## src/rtl/sha256.sv

```systemverilog
// rtl/sha256.sv - SHA-256 single-block compression, one round per clock
// Optional macro SHA256_RESTART_EN: enable while busy aborts and restarts on the new inputs.
module sha256 (
    input  logic         clk,
    input  logic         n_rst,
    input  logic         enable,
    input  logic [511:0] data,
    input  logic [255:0] current_hash,
    output logic [255:0] hash,
    output logic         hash_done
);
    typedef enum logic [1:0] {IDLE, ROUND, FINAL} state_t;

    localparam logic [31:0] K [64] = '{
        32'h428a2f98, 32'h71374491, 32'hb5c0fbcf, 32'he9b5dba5, 32'h3956c25b, 32'h59f111f1, 32'h923f82a4, 32'hab1c5ed5,
        32'hd807aa98, 32'h12835b01, 32'h243185be, 32'h550c7dc3, 32'h72be5d74, 32'h80deb1fe, 32'h9bdc06a7, 32'hc19bf174,
        32'he49b69c1, 32'hefbe4786, 32'h0fc19dc6, 32'h240ca1cc, 32'h2de92c6f, 32'h4a7484aa, 32'h5cb0a9dc, 32'h76f988da,
        32'h983e5152, 32'ha831c66d, 32'hb00327c8, 32'hbf597fc7, 32'hc6e00bf3, 32'hd5a79147, 32'h06ca6351, 32'h14292967,
        32'h27b70a85, 32'h2e1b2138, 32'h4d2c6dfc, 32'h53380d13, 32'h650a7354, 32'h766a0abb, 32'h81c2c92e, 32'h92722c85,
        32'ha2bfe8a1, 32'ha81a664b, 32'hc24b8b70, 32'hc76c51a3, 32'hd192e819, 32'hd6990624, 32'hf40e3585, 32'h106aa070,
        32'h19a4c116, 32'h1e376c08, 32'h2748774c, 32'h34b0bcb5, 32'h391c0cb3, 32'h4ed8aa4a, 32'h5b9cca4f, 32'h682e6ff3,
        32'h748f82ee, 32'h78a5636f, 32'h84c87814, 32'h8cc70208, 32'h90befffa, 32'ha4506ceb, 32'hbef9a3f7, 32'hc67178f2
    };

    function automatic logic [31:0] bsig0(input logic [31:0] x);
        return {x[1:0], x[31:2]} ^ {x[12:0], x[31:13]} ^ {x[21:0], x[31:22]};
    endfunction

    function automatic logic [31:0] bsig1(input logic [31:0] x);
        return {x[5:0], x[31:6]} ^ {x[10:0], x[31:11]} ^ {x[24:0], x[31:25]};
    endfunction

    function automatic logic [31:0] ssig0(input logic [31:0] x);
        return {x[6:0], x[31:7]} ^ {x[17:0], x[31:18]} ^ {3'b0, x[31:3]};
    endfunction

    function automatic logic [31:0] ssig1(input logic [31:0] x);
        return {x[16:0], x[31:17]} ^ {x[18:0], x[31:19]} ^ {10'b0, x[31:10]};
    endfunction

    state_t      state;
    logic [5:0]  round;
    logic        primed;
    logic [31:0] w [16];
    logic [31:0] hin [8];
    logic [31:0] a, b, c, d, e, f, g, h;
    logic [31:0] k_t, t1, t2, w_next;
    logic        start;

`ifdef SHA256_RESTART_EN
    assign start = enable;
`else
    assign start = enable && (state == IDLE);
`endif

    // w[0] is W[t]; w_next is W[t+16], computed from the current window.
    assign k_t    = K[round];
    assign t1     = h + bsig1(e) + ((e & f) ^ (~e & g)) + k_t + w[0];
    assign t2     = bsig0(a) + ((a & b) ^ (a & c) ^ (b & c));
    assign w_next = ssig1(w[14]) + w[9] + ssig0(w[1]) + w[0];

    always_ff @(posedge clk or negedge n_rst) begin
        if (!n_rst) begin
            state     <= IDLE;
            round     <= 6'd0;
            primed    <= 1'b0;
            hash      <= 256'd0;
            hash_done <= 1'b0;
            for (int i = 0; i < 16; i++) w[i] <= 32'd0;
            for (int i = 0; i < 8; i++) hin[i] <= 32'd0;
            {a, b, c, d, e, f, g, h} <= 256'd0;
        end else begin
            hash_done <= 1'b0;
            if (start) begin
                for (int i = 0; i < 16; i++) w[i] <= data[511 - 32*i -: 32];
                for (int i = 0; i < 8; i++) hin[i] <= current_hash[255 - 32*i -: 32];
                round  <= 6'd0;
                primed <= 1'b0;
                state  <= ROUND;
            end else begin
                case (state)
                    ROUND: begin
                        if (!primed) begin
                            // Extra cycle loading the working variables from the captured chaining value.
                            {a, b, c, d, e, f, g, h} <= {hin[0], hin[1], hin[2], hin[3],
                                                         hin[4], hin[5], hin[6], hin[7]};
                            primed <= 1'b1;
                        end else begin
                            h <= g;
                            g <= f;
                            f <= e;
                            e <= d + t1;
                            d <= c;
                            c <= b;
                            b <= a;
                            a <= t1 + t2;
                            for (int i = 0; i < 15; i++) w[i] <= w[i+1];
                            w[15] <= w_next;
                            round <= round + 6'd1;
                            if (round == 6'd63) state <= FINAL;
                        end
                    end
                    FINAL: begin
                        hash <= {hin[0] + a, hin[1] + b, hin[2] + c, hin[3] + d,
                                 hin[4] + e, hin[5] + f, hin[6] + g, hin[7] + h};
                        hash_done <= 1'b1;
                        state     <= IDLE;
                    end
                    default: state <= IDLE;
                endcase
            end
        end
    end
endmodule

```

## config.mk

```make
export PLATFORM = sky130hd
export DESIGN_NAME = sha256
export DESIGN_NICKNAME = d
export VERILOG_FILES = /design/src/rtl/sha256.sv
export SDC_FILE = /design/constraint.sdc
export NUM_CORES = 2
export LEC_CHECK = 0
export BUFFER_PORTS_ARGS = -buffer_cell sky130_fd_sc_hd__buf_2
export CAP_MARGIN = 0
export CORE_ASPECT_RATIO = 0.8
export CORE_MARGIN = 2
export CORE_UTILIZATION = 50
export CTS_CLUSTER_SIZE = 10
export DETAILED_ROUTE_END_ITERATION = 7
export PLACE_DENSITY = 0.76
export SLEW_MARGIN = 5
export SYNTH_ARGS = -nofsm -noshare
export SYNTH_HDL_FRONTEND = slang
export SYNTH_SLANG_ARGS = --single-unit
```

## constraint.sdc

```tcl
create_clock -name clk -period 13.18 [get_ports clk]
set_input_delay 1.318 -clock clk [delete_from_list [all_inputs] [get_ports clk]]
set_output_delay 1.318 -clock clk [all_outputs]
set_load 0.1 [all_outputs]
```

==> impl_metrics.yaml <==
synthesis:
  fraction_of_the_mapped_netlist_area_in_adder_cells_pct: 10.78
  synth_simple_gate_area_share_pct: 17.41
  number_of_enable_flip_flop_cells_after_synthesis: 0
  synth-seq-cells: 1290
  synth_top_family_by_area: "compound AO/OA/AOI/OAI gates"
  synthesis.yosys.warnings: 0
  synth_top_flop_cell: "sky130_fd_sc_hd__dfrtp_1"
  synthMuxAreaShare_pct: 3.266
  synth-seq-area-share_pct: 39.48
  synth_cell_types: 84
  postSynth.asyncResetShare_pct: 100.0
  synthesized_area_fraction_occupied_by_ao_oa_aoi_and_oai_cells_pct: 17.93
  postSynthNetCount: 11070
  synthXorXnorAreaFrac_pct: 6.299
  post_synth_instance_area_um2: 81760
  syn_avg_cell_area_um2: 8.419
  postSynthCellCount: 9711
timing:
  setup_viol: 0
  clock-skew-final_ns: 0.02893
  timing.final.hold_violations: 0
  finalWorstPathRequiredPeriod_ns: 10.04
  worstMarginPinSlew_ns: 1.335
  highest_clock_frequency_the_design_can_meet_mhz: 99.59
  rsz0062_at_grt: "false"
  worst_slew_margin_rel_pct: 10.31
  report.final.slew_viol_count: 0
  worst_slack_ns: 3.139
  post-route-period-util_pct: 76.19
  finalSetupTns_ns: 0
worst_setup_path:
  critPathKind: "flop to flop"
  critPathCaptureType: "flop"
  critical-path-slowest-cell: "sky130_fd_sc_hd__a21oi_1"
  cp_slowest_stage_delay_ns: 0.75
  timing.critical_path.from_type: "flop"
  critical_path.max_fanout: 24
  worst-endpoint-arrival_ns: 10.72
  critical_path_required_ns: 13.86
clocking:
  max_h_tree_level: 4
  cts_tree: "yes"
  post-cts-setup-buffer-count: 0
  postCtsHoldBufs: 0
  clkSinkCount: 1290
  cts_root_buffer_type: "sky130_fd_sc_hd__clkbuf_16"
  worst_setup_hold_path_clk_slew_ns: 0.06
  number_of_buffers_created_by_cts: 152
  clk_path_buf_depth: 3
  insertion_delay_to_the_later_sink_of_the_worst_skew_pair_ns: 0.83
  cts_repair_resize_count: 0
outcome:
  run_status: "finished clean"
placement:
  place_worst_setup_slack_ns: 3.441
  dp_hpwl_um: 251200
  place_congestion: 1.038
  port_buffers: 1027
finish:
  multi_input_combinational_cell_area_um2: 45570
  regArea_um2: 32290
  nFillCells: 14700
  final_cell_mix: "2423 x sky130_fd_sc_hd__nand2_1, 1285 x sky130_fd_sc_hd__dfrtp_1, 1026 x sky130_fd_sc_hd__buf_2"
  layout-area-overhead-vs-synth_pct: 13.03
  final_nets: 11710
  drive_above_1_share_pct: 13.12
  most_common_cell_after_layout_fill_and_taps_aside: "sky130_fd_sc_hd__nand2_1"
global_routing:
  grt_start_max_net_pins: 245
  grt_first_pass_wirelength_um: 468100
  grt_pass1_vias: 70970
  antenna_found_initial: 19
  grt_use_total_pct: 37.79
  grt_remaining_overflow: 0
run:
  count_of_max_cap_constraint_violations: 0
die:
  die_w_um: 456.1
  placeableCoreArea_um2: 162200
  row_count: 132
  initial_utilization_pct: 50.41
  boundaryPins: 1028
  die_area_um2: 166800
  die-height_um: 365.7
route:
  via_count: 75780
  totalWireLength_um: 324300
  avgRoutedWirePerCell_um: 25.84
  drc_errors: 0
  drt_pass_1_iters: 6
  vias_per_cell: 6.039
  ant_nets: 0
  first_iter_violations: 9319
worst_hold_path:
  hold_path.class: "input pin to async pin"
[cell usage after synthesis, types with 70 or more instances]
cell	count	area (um2)
sky130_fd_sc_hd__inv_1	419	1573
sky130_fd_sc_hd__a31oi_1	538	3366
sky130_fd_sc_hd__nor3_1	70	350.3
sky130_fd_sc_hd__o21ai_0	757	3789
sky130_fd_sc_hd__ha_1	390	4880
sky130_fd_sc_hd__xnor2_1	337	2952
sky130_fd_sc_hd__a21oi_1	398	1992
sky130_fd_sc_hd__dfrtp_1	1290	32280
sky130_fd_sc_hd__xor2_1	251	2198
sky130_fd_sc_hd__mux2i_1	251	2512
sky130_fd_sc_hd__nand3_1	80	400.4
sky130_fd_sc_hd__nand2_1	2424	9099
sky130_fd_sc_hd__fa_1	195	3904
sky130_fd_sc_hd__a21o_1	234	1757
sky130_fd_sc_hd__nor2_1	710	2665
sky130_fd_sc_hd__clkbuf_1	580	2177
[layout make-up]
type / count / area share, %
repair buffers: 1117 / 6.418
well taps: 2144 / 2.903
diodes: 9 / 0.02437
inverters: 423 / 1.718
multi-input cells: 7371 / 49.32
clock buffers: 172 / 4.274
clock inverters: 23 / 0.4035
flip-flops and latches: 1290 / 34.94
[worst max-delay path: cells and delay by family (launching register included)]
family | cells | cell delay, ns
flops | 1 | 0.32
simple gates | 2 | 0.61
compound gates | 17 | 4.42
fa+ha+maj | 7 | 3.18
xor+xnor | 2 | 0.35
buf+inv | 6 | 1.00
[through the flow]
| step | instance area, um2 | util (%) | hold slack [ns] | cells |
|---|---|---|---|---|
| final | 92410 | 56.98 | 0.4309 | 12550 |
| after global routing | 92400 | 56.97 | 0.4836 | 12550 |
| after CTS | 92390 | 56.97 | 0.4710 | 12540 |
| after detailed placement | 88070 | 54.30 | 0.4591 | 12350 |
| after global placement | 88070 | 54.30 | 0.4530 | 12350 |
| after floorplan | 81760 | - | 0.4497 | 9711 |
[registers in the layout, summed over array words and instances, names as in the netlist, 32 cells and up]
register / count
a: 32
d: 32
w: 512
f: 32
g: 32
c: 32
h: 32
b: 32
hin: 256
e: 32
hash: 256
[layer usage]
layer	vias up	GRT usage (%)	wire [um]
met3	774	8.171	30670
met1	36870	50.71	130800
met5	-	0	127
li1	34060	-	-
met2	4051	57.14	142300
met4	20	21.06	20490
[path summary, 6_finish.rpt]
kind / endpoint / slack, ns / cells past startpoint / start
max in group asynchronous: w[128] / 9.56 / 4 / n_rst
max: a[26] / 3.14 / 34 / round[0]
min: hash[142] / 0.43 / 1 / n_rst
min reg2reg: hash[68] / 0.47 / 2 / hash[68]
max reg2reg: a[26] / 3.14 / 34 / round[0]
min in group clk: hash[68] / 0.47 / 2 / hash[68]
[cell families after synthesis]
family	count (synthesis)
AO/OA/AOI/OAI	2382
XOR/XNOR	588
adder cells (fa/ha/maj)	588
buffers and inverters	1050
flip-flops	1290
multiplexers	263
AND/OR/NAND/NOR	3550
Power is left out: the tool's default activity adds up to more than one toggle a clock period on the data nets, which glitch-free logic cannot reach.
